File: config.mk
export PLATFORM = sky130hd
export DESIGN_NAME = blink_ctrl_flat
export DESIGN_NICKNAME = d
export VERILOG_FILES = /design/src/rtl/clock_pkg.sv /design/src/rtl/blink_ctrl_if.sv /design/src/rtl/blink_ctrl_tick_gen.sv /design/src/rtl/blink_ctrl.sv /design/src/flat_wrapper.sv
export SDC_FILE = /design/constraint.sdc
export NUM_CORES = 1
export LEC_CHECK = 0
export BUFFER_PORTS_ARGS = -buffer_cell sky130_fd_sc_hd__buf_2
export CAP_MARGIN = 20
export CORE_ASPECT_RATIO = 1.4
export CORE_MARGIN = 5
export CORE_UTILIZATION = 25
export CTS_CLUSTER_DIAMETER = 40
export DETAILED_ROUTE_END_ITERATION = 10
export PLACE_DENSITY = 0.36
export SLEW_MARGIN = 30
export SYNTH_ARGS = -nofsm -noshare
export SYNTH_HDL_FRONTEND = slang
export SYNTH_HIERARCHICAL = 1
export SYNTH_SLANG_ARGS = --single-unit
export TNS_END_PERCENT = 5
File: constraint.sdc
create_clock -name clk -period 3.36 [get_ports clk]
set_input_delay 0.504 -clock clk [delete_from_list [all_inputs] [get_ports clk]]
set_output_delay 0.504 -clock clk [all_outputs]
set_load 0.005 [all_outputs]
File: src/rtl/clock_pkg.sv
// Shared clock-display definitions: mode encodings, blink FSM states, field indices.
// Pure declarations; no logic, no latency, no flow control.
package clock_pkg;

    localparam logic [1:0] MODE_CLOCK = 2'd0;
    localparam logic [1:0] MODE_SET   = 2'd1;
    localparam logic [1:0] MODE_ALARM = 2'd2;

    typedef enum logic [1:0] {
        IDLE  = 2'd0,
        BLINK = 2'd1,
        HOLD  = 2'd2
    } blink_state_t;

    localparam int FIELD_SEC  = 0;
    localparam int FIELD_MIN  = 1;
    localparam int FIELD_HOUR = 2;

endpackage

File: src/rtl/blink_ctrl_if.sv
// Mode/key FSM to blink controller bundle; alarm_active exists only with BLINK_ALARM_EN.
// Level signals plus a one-cycle edit strobe; there is no backpressure.
interface blink_ctrl_if #(
    parameter int NUM_FIELDS = 3,
    parameter int POS_W      = 2
);
    logic [1:0]            setting_mode;
    logic [POS_W-1:0]      setting_position;
    logic                  edit_pulse;
    logic [NUM_FIELDS-1:0] field_mask;
    logic                  blink_phase;
    logic                  blink_tick;
`ifdef BLINK_ALARM_EN
    logic                  alarm_active;

    modport master (output setting_mode, setting_position, edit_pulse, alarm_active,
                    input  field_mask, blink_phase, blink_tick);
    modport slave  (input  setting_mode, setting_position, edit_pulse, alarm_active,
                    output field_mask, blink_phase, blink_tick);
`else
    modport master (output setting_mode, setting_position, edit_pulse,
                    input  field_mask, blink_phase, blink_tick);
    modport slave  (input  setting_mode, setting_position, edit_pulse,
                    output field_mask, blink_phase, blink_tick);
`endif
endinterface

File: src/rtl/blink_ctrl_tick_gen.sv
// Free-running TICK_DIV prescaler; blink_tick is high for the cycle after the count wraps.
// First tick arrives TICK_DIV cycles after reset release; never stalls.
module blink_tick_gen #(
    parameter int TICK_DIV = 5000
) (
    input  logic clk,
    input  logic rst_n,
    output logic tick
);
    localparam int              CNT_W = (TICK_DIV > 2) ? $clog2(TICK_DIV) : 1;
    localparam logic [CNT_W-1:0] LAST = CNT_W'(TICK_DIV - 1);

    logic [CNT_W-1:0] cnt;

    always_ff @(posedge clk or negedge rst_n) begin
        if (!rst_n) begin
            cnt  <= '0;
            tick <= 1'b0;
        end else begin
            tick <= (cnt == LAST);
            cnt  <= (cnt == LAST) ? '0 : cnt + 1'b1;
        end
    end
endmodule

File: src/rtl/blink_ctrl.sv
// Per-field blink mask for the setting UI (optional whole-display alarm flash: BLINK_ALARM_EN).
// Outputs registered, mask one cycle behind state/phase; no backpressure.
module blink_ctrl
    import clock_pkg::*;
#(
    parameter int         NUM_FIELDS = 3,
    parameter int         POS_W      = 2,
    parameter int         TICK_DIV   = 5000,
    parameter int         HALF_TICKS = 50,
    parameter int         HOLD_TICKS = 100,
    parameter logic [1:0] SET_MODE   = MODE_SET
) (
    input  logic         clk,
    input  logic         rst_n,
    blink_ctrl_if.slave  bus
);
    localparam int               HALF_W    = $clog2(HALF_TICKS + 1);
    localparam int               HOLD_W    = $clog2(HOLD_TICKS + 1);
    localparam logic [HALF_W-1:0] HALF_LAST = HALF_W'(HALF_TICKS - 1);
    localparam logic [HOLD_W-1:0] HOLD_LOAD = HOLD_W'(HOLD_TICKS);

    blink_state_t          state, state_n;
    logic [HALF_W-1:0]     half_cnt, half_n;
    logic [HOLD_W-1:0]     hold_cnt, hold_n;
    logic                  phase, phase_n;
    logic                  advance;
    logic [POS_W-1:0]      pos_q;
    logic [NUM_FIELDS-1:0] mask_q, mask_n;
    logic                  tick;

    blink_tick_gen #(.TICK_DIV(TICK_DIV)) u_tick (
        .clk   (clk),
        .rst_n (rst_n),
        .tick  (tick)
    );

    always_ff @(posedge clk or negedge rst_n) begin
        if (!rst_n) begin
            state    <= IDLE;
            half_cnt <= '0;
            hold_cnt <= '0;
            phase    <= 1'b0;
            pos_q    <= '0;
            mask_q   <= '0;
        end else begin
            state    <= state_n;
            half_cnt <= half_n;
            hold_cnt <= hold_n;
            phase    <= phase_n;
            pos_q    <= bus.setting_position;
            mask_q   <= mask_n;
        end
    end

    always_comb begin
        state_n = state;
        half_n  = half_cnt;
        hold_n  = hold_cnt;
        phase_n = phase;
        advance = 1'b0;

        if (bus.setting_mode != SET_MODE) begin
            state_n = IDLE;
            hold_n  = '0;
`ifdef BLINK_ALARM_EN
            if (bus.alarm_active) begin
                advance = tick;
            end else begin
                half_n  = '0;
                phase_n = 1'b0;
            end
`else
            half_n  = '0;
            phase_n = 1'b0;
`endif
        end else begin
            unique case (state)
                IDLE: begin
                    state_n = BLINK;
                    half_n  = '0;
                    phase_n = 1'b0;
                end
                BLINK, HOLD: begin
                    if (bus.edit_pulse) begin
                        // Edit beats a coincident tick: reload rather than decrement.
                        state_n = HOLD;
                        hold_n  = HOLD_LOAD;
                        half_n  = '0;
                        phase_n = 1'b0;
                    end else if (state == HOLD) begin
                        if (tick) begin
                            if (hold_cnt == HOLD_W'(1)) begin
                                state_n = BLINK;
                                hold_n  = '0;
                            end else begin
                                hold_n = hold_cnt - 1'b1;
                            end
                        end
                    end else if (bus.setting_position != pos_q) begin
                        half_n  = '0;
                        phase_n = 1'b0;
                    end else begin
                        advance = tick;
                    end
                end
                default: state_n = IDLE;
            endcase
        end

        if (advance) begin
            if (half_cnt == HALF_LAST) begin
                half_n  = '0;
                phase_n = ~phase;
            end else begin
                half_n = half_cnt + 1'b1;
            end
        end
    end

    always_comb begin
        mask_n = '0;
        for (int i = 0; i < NUM_FIELDS; i++) begin
            mask_n[i] = (state == BLINK) && phase && (bus.setting_position == POS_W'(i));
        end
`ifdef BLINK_ALARM_EN
        if (state == IDLE && bus.alarm_active) begin
            mask_n = {NUM_FIELDS{phase}};
        end
`endif
    end

    assign bus.field_mask  = mask_q;
    assign bus.blink_phase = phase;
    assign bus.blink_tick  = tick;
endmodule

File: src/flat_wrapper.sv
// flat-port wrapper written by rule: the top's interface ports become plain ports
module blink_ctrl_flat import clock_pkg::*;
#(
    parameter int         NUM_FIELDS = 3,
    parameter int         POS_W      = 2,
    parameter int         TICK_DIV   = 5000,
    parameter int         HALF_TICKS = 50,
    parameter int         HOLD_TICKS = 100,
    parameter logic [1:0] SET_MODE   = MODE_SET
)
  (clk, rst_n, bus_setting_mode, bus_setting_position, bus_edit_pulse, bus_field_mask, bus_blink_phase, bus_blink_tick);
  blink_ctrl_if #(.NUM_FIELDS(NUM_FIELDS), .POS_W(POS_W)) bus_i ();
  input  logic clk;
  input  logic rst_n;
  input wire logic [$bits(bus_i.setting_mode)-1:0] bus_setting_mode;
  input wire logic [$bits(bus_i.setting_position)-1:0] bus_setting_position;
  input wire logic [$bits(bus_i.edit_pulse)-1:0] bus_edit_pulse;
  output wire logic [$bits(bus_i.field_mask)-1:0] bus_field_mask;
  output wire logic [$bits(bus_i.blink_phase)-1:0] bus_blink_phase;
  output wire logic [$bits(bus_i.blink_tick)-1:0] bus_blink_tick;
  assign bus_i.setting_mode = bus_setting_mode;
  assign bus_i.setting_position = bus_setting_position;
  assign bus_i.edit_pulse = bus_edit_pulse;
  assign bus_field_mask = bus_i.field_mask;
  assign bus_blink_phase = bus_i.blink_phase;
  assign bus_blink_tick = bus_i.blink_tick;
  blink_ctrl #(.NUM_FIELDS(NUM_FIELDS), .POS_W(POS_W), .TICK_DIV(TICK_DIV), .HALF_TICKS(HALF_TICKS), .HOLD_TICKS(HOLD_TICKS), .SET_MODE(SET_MODE)) u_core (.clk(clk), .rst_n(rst_n), .bus(bus_i));
endmodule
### Yosys cells after proc, flatten, opt, wreduce, memory -nomap -nowiden

Index checks and enable logic that the tools add are counted.

| cells by class | value |
|---|---|
| $add $sub $neg | 3 |
| equality and inequality tests | 14 |
| muxes and demuxes | 32 |
| bitwise logic cells | 1 |
| reduce and logical (&&, ||, !) cells | 14 |

Operator list:

| kind | number |
|---|---|
| $mux W7 | 6 |
| $mux W6 | 6 |
| $add A13 B1 Y13 const B | 1 |
| $eq A13 B13 Y1 const B | 1 |
| $mux W13 | 1 |
| $pmux W6 S2 | 1 |
| $mux W1 | 11 |
| $mux W2 | 5 |
| $reduce_and A3 Y1 | 3 |
| $ne A4 B2 Y1 const B | 2 |
| $eq A7 B1 Y1 const B | 1 |
| $sub A7 B1 Y7 const B | 1 |
| $add A6 B1 Y6 const B | 1 |
| $eq A6 B6 Y1 const B | 1 |
| $reduce_bool A3 Y1 | 2 |
| $ne A5 B2 Y1 const B | 1 |
| $ne A5 B3 Y1 const B | 1 |
| $eq A2 B1 Y1 const B | 2 |
| $eq A2 B2 Y1 const B | 2 |
| $logic_and A1 B1 Y1 | 4 |
| $logic_not A2 Y1 | 2 |
| $ne A4 B3 Y1 const B | 1 |
| $pmux W2 S2 | 1 |
| $reduce_bool A4 Y1 | 1 |
| other kinds (6) | 6 |

| word-level totals | value |
|---|---|
| register bits after elaboration | 35 |

### Depth between registers and ports, before layout

Gate-level depths: netlist of the first run.

| logic depth | value |
|---|---|
| depth after elaboration | 8 |
| mapped depth | 7 |
| gate-level depth less buffers | 6 |

### By module

Netlist of the first run, hierarchy kept.

By module, submodules not included:

| module | times used | cells each | area each (µm²) | seq. area each (µm²) |
|---|---|---|---|---|
| blink_ctrl | 1 | 137 | 1265.0 | 525.5 |
| blink_tick_gen | 1 | 55 | 633.1 | 350.3 |

### Least setup slack after synthesis of the first run

Ideal clock, no wire load.

| path | value |
|---|---|
| path type | register to register |
| start | reg u_core.state[0] |
| end | reg u_core.phase (netlist: u_core/bus.blink_phase) |
| arrival time | 1.570 ns |
| slack | 1.661 ns |
| stages on the path, launching flop included | 7 |
| buffers on the path | 0 |
| path through | dfrtp_1 inv_1 ha_1 or3b_1 nor4_4 nand2b_1 mux2i_1 |

| between the ends | value |
|---|---|
| word-level cells in the longest chain between the ends | 7 |
| elaborated cells between the ends (all ways) | 14 |

Ends and longest elaborated chain:

| what | line | text |
|---|---|---|
| start: declaration | blink_ctrl.sv:22 | `blink_state_t state, state_n;` |
| start signal: assignment | blink_ctrl.sv:46 | `state <= state_n;` |
| $eq A2 B2 Y1 | blink_ctrl.sv:77, blink_ctrl.sv:90 |  |
| $mux W1 | blink_ctrl.sv:90 | `end else if (state == HOLD) begin` |
| $mux W1 | blink_ctrl.sv:84 | `if (bus.edit_pulse) begin` |
| $pmux W1 S2 | blink_ctrl.sv:77 | `unique case (state)` |
| $mux W1 | blink_ctrl.sv:62 | `if (bus.setting_mode != SET_MODE) begin` |
| $mux W1 | blink_ctrl.sv:111 | `if (half_cnt == HALF_LAST) begin` |
| $mux W1 * | blink_ctrl.sv:110 | `if (advance) begin` |
| named net u_core.phase_n | blink_ctrl.sv:25 | `logic phase, phase_n;` |
| end signal: assignment | blink_ctrl.sv:49 | `phase <= phase_n;` |
| end: declaration | blink_ctrl.sv:25 |  |

The timed path passes the listed nets; every way through them passes the cells marked *.
A chain may end at the register's enable or synchronous reset.

### Final worst setup path of the first run

| path | value |
|---|---|
| start | reg u_core.state[1] |
| end | reg u_core.half_cnt[4] |

| between the ends | value |
|---|---|
| word-level cells in the longest chain between the ends | 7 |
| elaborated cells between the ends (all ways) | 15 |

Ends and longest elaborated chain:

| what | line | text |
|---|---|---|
| $eq A2 B2 Y1 | blink_ctrl.sv:77, blink_ctrl.sv:90 |  |
| $mux W1 | blink_ctrl.sv:90 |  |
| $mux W1 | blink_ctrl.sv:84 |  |
| $mux W1 | blink_ctrl.sv:77 |  |
| $mux W1 | blink_ctrl.sv:62 |  |
| $ne A5 B3 Y1 (no line), or another cell as far along | - |  |
| $reduce_and A3 Y1 (no line) | - |  |
| end signal: assignment | blink_ctrl.sv:47 | `half_cnt <= half_n;` |
| end: declaration | blink_ctrl.sv:23 | `logic [HALF_W-1:0] half_cnt, half_n;` |

Several ways; a longest one is shown, not always the timed one.

==> results.md, run 1 <==
* Yosys Warn Count at 6
* CTS Buf Count at 5
* Final RePlAce weighted congestion at 0.733
* ANT nets after route at 0
* Maximum vdd drop at around 0.18 mV
* Final max-slew violation count at 0
* Critical Path AT at 2.27 ns
* Setup_tns at 0 ns
* Via count at 1471
* RR Startpoint: u_core/state[1]
* PortBufs at 11
* CP Launch Type: flop
* Worst-Margin Slew at 0.512 ns
* Tcrit/Tclk final at 0.629
* Pwr Total at about 0.0008 W
* DPL Wire Length at 2.99 mm
* Commonest non-fill, non-tap cell in the layout: dfrtp_1
* Post-layout minimum cycle time at 2.11 ns
* Number of global-route vias before repair at approximately 1500
* Root Buffer: clkbuf_8
* Post-synthesis sequential area ratio at 0.461
* Inserted Diodes at 0
* Worst-path maximum fanout at 11
* DRC Markers at 0
* DIE HEIGHT at 113 um
* Share of layout cells above drive strength 1 at 0.125
* RSZ-0062 raised after global routing: false
* Post-Syn Nets at 208
* CTS Hold Bufs at 0
* Setup CP Type: flop to flop
* Pwr Density at approximately 380 nW/um^2
* LEAKAGE at roughly 0.93 nW
* Endpoints failing setup at 0
* Iteration-0 DRC Markers at 57
* Crit-path max cell delay at between 0.4 and 0.5 ns
* Worst flop-to-flop path endpoint: u_core/half_cnt[4]
* Die width at 83.6 um
* Worst path slowest cell: ha_1
* Largest net degree at the start of global routing at 36
* Endpoint class of the critical path: flop
* Post-synth ARST share at 1.00
* Layout area overhead at 13.6%
* Routed wire length at approximately 4.2 mm
* Post CTS Setup Buffer Count at 0
* TritonRoute pass-1 iters at 4
* Commonest cells after routing, fill and taps aside: 35 x dfrtp_1, 15 x nand2_1, 14 x nor2_1, 12 x inv_1, 11 x nand3_1
* Max cap viols at 0
* Relative slew slack at 0.656
* Syn Std Cell Area at 1900 sq um
* Ys flop type: dfrtp_1
* Number of synthesized flops with an enable pin at 0
* Initial Utilization at 0.258
* Initial antenna violation count at 0
* CTS Sinks at 35
* Avg WL per Cell at 13.8 um
* CTS tree: built
* CTS max path bufs at 2
* Fmax at 0.473 GHz
* Core area at between 7000 and 8000 sq um
* Gr ovfl total at 0
* Top Ports at 12
* Max Clock Skew at 0.00371 ns
* R2R depth at 6
* FF-to-FF setup slack at 1.25 ns
* First-pass GRT wire length at 7.37 mm
* Vias per cell at 4.82
* Outcome: finished, final reports clean
* Gr usage total at 0.0961
* CP cell instances: inv_1 -> ha_1 -> nand3b_1 -> or3_1 -> a21oi_2 -> o22ai_1
* Nets at 224
* Row count at 37
* Resized Gates After CTS at 0
* # H-tree levels at 2
* Avg Inst Size Synth at 9.89 sq um
* Worst-skew pair later-pin latency at 0.28 ns
* Syn Inst Count at 192
* CP Data Required Time at ~3.5 ns
* Synth cell types at 43
* Reg clk slew, reported paths at 0.07 ns
* Fin. Hold Viols at 0
* #FFs+latches synth at 35
* Die footprint at 9460 sq um
* Worst hold path class: input pin to asynchronous set/reset pin
-- sequential cells by signal, summed over array words and instances, names as in the netlist --
name,cells
u_core/u_tick/cnt,13
u_core/hold_cnt,7
u_core/half_cnt,6
u_core/bus.field_mask,3
u_core/pos_q,2
u_core/state,2
u_core/bus.blink_phase,1
u_core/u_tick/tick,1
-- how the worst max path moves through the flow --
stage                     cells after the start  slack, ns                     end       startpoint
after global routing                          6       1.08      u_core/half_cnt[4]  u_core/state[1]
after detailed placement                      6       1.29      u_core/half_cnt[4]  u_core/state[1]
after CTS                                     6       1.27      u_core/half_cnt[4]  u_core/state[1]
final                                         6       1.25      u_core/half_cnt[4]  u_core/state[1]
after global placement                        6       1.38      u_core/half_cnt[4]  u_core/state[1]
after floorplan                               6       1.66  u_core/bus.blink_phase  u_core/state[0]
-- synthesized netlist by cell type, drive strengths merged, types with 4 or more instances --
cell,number,area [sq um]
a21oi,9,48.8
a31oi,5,31.3
dfrtp,35,876
ha,9,113
inv,12,45.0
nand2,17,68.8
nand3,11,55.1
nand4,4,31.3
nor2,14,52.6
nor2b,6,37.5
nor3,6,30.0
o21ai,7,35.0
o22ai,8,50.1
or3,4,25.0
xor2,8,70.1
-- critical path: cells and delay by family, from the launching register on --
family / cells / cell delay (ns)
AO/OA/AOI/OAI: 2 / 0.46
adder cells (fa/ha/maj): 1 / 0.48
buffers and inverters: 1 / 0.08
flip-flops: 1 / 0.41
AND/OR/NAND/NOR: 2 / 0.56
-- layer usage --
layer / wire length [um] / vias to the layer above / GRT usage
li1: - / 726 / -
met1: 1980 / 719 / 0.118
met2: 2040 / 20 / 0.159
met3: 106 / 6 / 0.0233
met4: 68 / 0 / 0.0429
met5: 0 / - / 0
-- cell type report --
cell class                      count  area, sq um
Fill cell                         788         5200
Multi-Input combinational cell    143          970
Sequential cell                    35          876
Tap cell                           97          121
Clock buffer                        6         82.6
Timing Repair Buffer               11         57.6
Inverter                           12         45.0
Clock inverter                      1         5.00
-- report_power, final --
| part | internal (W) | switching (W) | total (W) |
|---|---|---|---|
| clock network | 0.000161 | 0.000153 | 0.000314 |
| registers | 0.000426 | 0.00000475 | 0.000431 |
| logic | 0.0000215 | 0.0000437 | 0.0000651 |
| total | 0.000608 | 0.000201 | 0.000809 |
-- kinds of logic (layout without fill, tap and decap cells) --
logic type | count (synthesis) | in the layout | share of synthesized area
compound gates | 43 | 43 | 0.147
simple gates | 78 | 78 | 0.243
fa+ha+maj | 9 | 9 | 0.0593
mux | 2 | 2 | 0.0105
buf+inv | 14 | 30 | 0.0277
flops | 35 | 35 | 0.461
xor+xnor | 11 | 11 | 0.0508
-- per-stage QoR --
| step | hold WS [ns] | utilization | instance area, sq um | instances | worst slack, ns |
|---|---|---|---|---|---|
| finish | 0.167 | 0.293 | 2160 | 305 | 1.25 |
| floorplan | 0.208 | - | 1900 | 192 | 1.66 |
| CTS | 0.351 | 0.293 | 2150 | 305 | 1.27 |
| global placement | 0.480 | 0.281 | 2070 | 298 | 1.38 |
| detailed placement | 0.488 | 0.281 | 2070 | 298 | 1.29 |
| global route | 0.215 | 0.293 | 2160 | 305 | 1.08 |
No activity file was read; power rests on OpenSTA's default activity.
==> run 2: changes to the inputs <==
==> constraint.sdc (replaced) <==
create_clock -name clk -period 2.1 [get_ports clk]
set_input_delay 0.315 -clock clk [delete_from_list [all_inputs] [get_ports clk]]
set_output_delay 0.315 -clock clk [all_outputs]
set_load 0.005 [all_outputs]
==> run 2 against run 1 <==
  * The flow now finishes with violations (hold timing)
  * Die area did not move
  * Register-to-register slack worse by 1.0 ns
  * Non-clock buffer count increased by 2
  * Sequential cell count is the same
  * Clock-buffer cell count is 2 higher
  * Utilization up 0.37 points
  * Routed wire length rose by 5.2%
  * Final cell count grew 0.98%
  * Largest cell class unchanged
==> results.md, run 2 (synthesis results as in run 1) <==
* Worst-Margin Slew at 0.491 ns
* Post CTS Setup Buffer Count at 0
* CP Launch Type: flop
* R2R depth at 6
* Via count at roughly 1500
* Nets at roughly 230
* Post-layout minimum cycle time at 1.85 ns
* Initial antenna violation count at 0
* Pwr Total at about 0.0013 W
* Failing checks: hold timing
* Routed wire length at around 4.4 mm
* Top flop regs: u_core/u_tick/cnt x13, u_core/hold_cnt x7, u_core/half_cnt x6
* Worst path slowest cell: dfrtp_1
* RSZ-0062 raised after global routing: false
* Tcrit/Tclk final at 0.882
* CTS tree: built
* CP Data Required Time at around 2.3 ns
* Avg WL per Cell at 14.4 um
* PortBufs at 11
* Critical path depth at 6
* Share of layout cells above drive strength 1 at 0.133
* CP cell instances: inv_1 -> ha_1 -> or3b_1 -> nor4_4 -> nand2_2 -> o22ai_1
* First-pass GRT wire length at 7.56 mm
* Top Ports at 12
* Row count at 37
* Flip-flop count of the largest register after layout at 13
* Placed Cells at 300
* TritonRoute pass-1 iters at 4
* Crit-path max cell delay at 0.40 ns
* LEAKAGE at 0.944 nW
* Worst hold path class: input pin to asynchronous set/reset pin
* Largest net degree at the start of global routing at 36
* Core area at 7360 sq um
* Die footprint at 9460 sq um
* Max cap viols at 0
* DIE HEIGHT at around 110 um
* Fmax at around 0.54 GHz
* Commonest non-fill, non-tap cell in the layout: dfrtp_1
* Outcome: finished, violations left
* CTS Buf Count at 5
* Worst-path maximum fanout at 4
* Initial Utilization at 0.258
* Number of global-route vias before repair at 1603
* Inserted Diodes at 0
* CTS max path bufs at 2
* Relative slew slack at 0.671
* Delay-heaviest family, CP: simple AND/OR/NAND/NOR gates
* # H-tree levels at 2
* Fin. Hold Viols at 14
* DPL Wire Length at 3.17 mm
* CTS Sinks at 35
* Worst-skew pair later-pin latency at 0.29 ns
* Gr usage total at 0.0987
* Crit path buf inv count at 1
* Setup CP Type: flop to flop
* Endpoints failing setup at 0
* Endpoint class of the critical path: flop
* Layout area overhead at 15.1%
* Gr ovfl total at 0
* Reg clk slew, reported paths at 0.08 ns
* Vias per cell at 4.91
* DRC Markers at 0
* WHS at -0.0212 ns
* Final RePlAce weighted congestion at ~0.74
* Max Clock Skew at 0.0113 ns
* Root Buffer: clkbuf_8
* ANT nets after route at 0
* Final max-slew violation count at 0
* Setup_tns at 0 ns
* Final Non-Filler Cells at between 300 and 400
* Critical Path AT at between 2 and 2.5 ns
* Register bank with the most flops: u_core/u_tick/cnt
* Resized Gates After CTS at 0
* Maximum vdd drop at 0.387 mV
* CTS Hold Bufs at 0
* Commonest cells after routing, fill and taps aside: 35 x dfrtp_1, 15 x nand2_1, 14 x nor2_1, 12 x inv_1, 11 x nand3_1
* Die width at 83.6 um
* Iteration-0 DRC Markers at 18
* Pwr Density at roughly 620 nW/um^2
==> run 2: cell types whose count changed in the layout (fill, tap and decap cells not counted), sizes merged <==
cell,previous run,this run
buf,11,13
clkbuf,6,8
clkinv,1,0
==> run 2: path summary, 6_finish.rpt <==
check,from,endpoint,slack (ns)
hold reg to reg,u_core/u_tick/cnt[11],u_core/u_tick/cnt[11],0.50
setup / recovery,u_core/state[0],u_core/half_cnt[1],0.25
min in group clk,bus_setting_position[1],u_core/pos_q[1],0.21
hold / removal,rst_n,u_core/state[0],-0.02
max in group asynchronous,rst_n,u_core/u_tick/cnt[4],1.76
setup reg to reg,u_core/state[0],u_core/half_cnt[1],0.25
==> run 2: worst reg2reg max path: stages, from the launching register on <==
cell and delay, ns:
dfrtp_1 0.40, inv_1 0.09, ha_1 0.22, or3b_1 0.41
nor4_4 0.33, nand2_2 0.14, o22ai_1 0.18
==> run 2: stage by stage <==
step                       util  worst slack, ns  instance area (sq um)  hold WS [ns]
after CTS                 0.296            0.235                   2180         0.149
after detailed placement  0.283            0.287                   2080         0.472
after floorplan               -            0.401                   1900        0.0194
final                     0.297            0.247                   2180       -0.0212
after global placement    0.283            0.339                   2080         0.460
after global routing      0.297            0.125                   2180        0.0189
==> run 2: cell type report <==
| class | count | area, sq um |
|---|---|---|
| repair buffers | 13 | 72.6 |
| multi-input cells | 143 | 970 |
| fillers | 774 | 5180 |
| clock buffers | 8 | 100 |
| flip-flops and latches | 35 | 876 |
| inverters | 12 | 45.0 |
| well taps | 97 | 121 |
==> run 2: per-layer routing <==
metal	wire length [um]	GRT usage	share of wire
met5	0	0	0
met4	70	0.0386	0.016
met3	140	0.0269	0.032
met2	2280	0.182	0.51
met1	1940	0.106	0.44
==> run 2: where the power goes <==
group          internal [W]  switching, W  leakage, nW
clock network      0.000300      0.000248       0.0515
registers          0.000681    0.00000798        0.468
logic             0.0000363     0.0000715        0.424
==> run 3: changes to the inputs <==
--- a/config.mk
+++ b/config.mk
@@ -9,10 +9,10 @@
 export CAP_MARGIN = 20
 export CORE_ASPECT_RATIO = 1.4
 export CORE_MARGIN = 5
-export CORE_UTILIZATION = 25
+export CORE_UTILIZATION = 30
 export CTS_CLUSTER_DIAMETER = 40
 export DETAILED_ROUTE_END_ITERATION = 10
-export PLACE_DENSITY = 0.36
+export PLACE_DENSITY = 0.41
 export SLEW_MARGIN = 30
 export SYNTH_ARGS = -nofsm -noshare
 export SYNTH_HDL_FRONTEND = slang
==> run 3 against run 2 <==
  * The flow now finishes without violations
  * Maximum frequency down 3.9%
  * Sequential share of layout area is 0.77 points higher
  * Largest power group unchanged
  * Critical path type unchanged
  * Critical path depth unchanged
  * Via count down 3.4%
  * Sequential power is essentially flat
  * Die area shrank 15%
  * Non-clock buffer count down 1
  * First-iteration DRC count grew to 2.6 times the previous value
  * Critical endpoint is now u_core/half_cnt[5]
  * Highest routed layer unchanged
  * Utilization up 4.8 points
  * Clock skew fell by 0.0069 ns
  * Largest cell class unchanged
  * Final cell count is 8.4% lower
==> results.md, run 3 (synthesis results as in run 1) <==
* Endpoint class of the critical path: flop
* Final RePlAce weighted congestion at 0.746
* TritonRoute pass-1 iters at 4
* Final max-slew violation count at 0
* Endpoints failing setup at 0
* Final setup margin at 0.171 ns
* Maximum vdd drop at between 0.3 and 0.4 mV
* Relative slew slack at 0.452
* Top Ports at 12
* Worst-path maximum fanout at 6
* DRC Markers at 0
* Initial Utilization at 0.306
* Register bank with the most flops: u_core/u_tick/cnt
* CP Data Required Time at between 2 and 2.5 ns
* CTS max path bufs at 2
* CTS tree: built
* Post-placement setup slack at about 0.18 ns
* Flip-flop count of the largest register after layout at 13
* Reg clk slew, reported paths at 0.07 ns
* CTS Sinks at 35
* Inserted Diodes at 0
* Die width at just under 80 um
* DR WL met2 at about 2.0 mm
* Root Buffer: clkbuf_8
* PortBufs at 11
* Resized Gates After CTS at 0
* R2R depth at 6
* Post-layout minimum cycle time at 1.93 ns
* Nets at 225
* Gr ovfl total at 0
* DIE HEIGHT at 104 um
* Die footprint at 8040 sq um
* FF-to-FF setup slack at 0.17 ns
* Routed wire length at 4.11 mm
* CP Launch Type: flop
* Initial antenna violation count at 0
* Gr usage total at 0.110
* Share of layout cells above drive strength 1 at 0.129
* Metal-1 WL at between 1.5 and 2 mm
* Fmax at roughly 0.52 GHz
* Placement Cell Area at between 2000 and 2500 sq um
* Largest net degree at the start of global routing at 36
* Layout area overhead at 12.9%
* Via count at 1460
* CTS Buf Count at 5
* Placed Cells at 274
* # H-tree levels at 2
* Top flop regs: u_core/u_tick/cnt x13, u_core/hold_cnt x7, u_core/half_cnt x6
* Outcome: finished, final reports clean
* Met3 WL post-DR at 111 um
* Worst-skew pair later-pin latency at 0.28 ns
* Fin. Hold Viols at 0
* Core area at 6210 sq um
* Top Layer Used: met4
* Pwr Density at just over 600 nW/um^2
* LEAKAGE at between 0.9 and 1 nW
* Max cap viols at 0
* Setup_tns at 0 ns
* Max Clock Skew at 0.00444 ns
* Row count at 34
* Tcrit/Tclk final at 0.918
* Post CTS Setup Buffer Count at 0
* RSZ-0062 raised after global routing: false
* Critical Path AT at 2.13 ns
* CTS Hold Bufs at 0
* Fin area at 2140 sq um
* Commonest non-fill, non-tap cell in the layout: dfrtp_1
* Iteration-0 DRC Markers at 46
* Avg WL per Cell at approximately 15 um
* Vias per cell at 5.18
* Setup CP Type: flop to flop
* DPL Wire Length at approximately 3 mm
* ANT nets after route at 0
* Worst hold path class: input pin to asynchronous set/reset pin
* Final Non-Filler Cells at 282
* First-pass GRT wire length at 7.35 mm
* Number of global-route vias before repair at 1480
* Worst-Margin Slew at 0.823 ns
* Commonest cells after routing, fill and taps aside: 35 x dfrtp_1, 15 x nand2_1, 14 x nor2_1, 12 x inv_1
-- run 3: worst max-delay path: stages (launching register included) --
cell,delay [ns]
dfrtp_1,0.39
inv_1,0.09
ha_1,0.29
or3b_1,0.42
nor4_4,0.33
nand2_2,0.14
o22ai_1,0.18
-- run 3: area by class of cell --
cell class	count	area [sq um]
repair buffers	12	62.6
flip-flops and latches	35	876
well taps	72	90.1
fillers	662	4070
clock buffers	8	100
inverters	12	45.0
multi-input cells	143	970
-- run 3: metrics by stage --
step,hold slack (ns),total power (W),utilization
5_1_grt,0.187,0.00141,0.345
4_1_cts,0.156,0.00136,0.345
3_3_place_gp,0.448,0.000806,0.329
2_1_floorplan,0.0194,0.000766,-
3_5_place_dp,0.468,0.000810,0.329
6_report,0.123,0.00134,0.345
-- run 3: path summary, 6_finish.rpt --
check                                              from               endpoint
worst min register to register    u_core/u_tick/cnt[11]  u_core/u_tick/cnt[11]
max in group asynchronous                         rst_n     u_core/half_cnt[1]
worst max-delay path                    u_core/state[0]     u_core/half_cnt[5]
worst min-delay path                              rst_n     u_core/hold_cnt[0]
min in group clk                bus_setting_position[1]        u_core/pos_q[1]
worst max register to register          u_core/state[0]     u_core/half_cnt[5]
-- run 3: per-layer routing --
| metal | GRT usage | vias to the layer above |
|---|---|---|
| met4 | 0.0418 | 0 |
| met3 | 0.0234 | 6 |
| met5 | 0 | - |
| met2 | 0.176 | 18 |
| met1 | 0.145 | 710 |
| li1 | - | 726 |
-- run 3: power breakdown --
part	internal, W	switching [W]	total (W)	leakage (nW)
Combinational	0.0000353	0.0000710	0.000106	0.418
Clock	0.000300	0.000240	0.000540	0.0515
Sequential	0.000681	0.00000748	0.000689	0.468
Total	0.00102	0.000319	0.00134	0.937
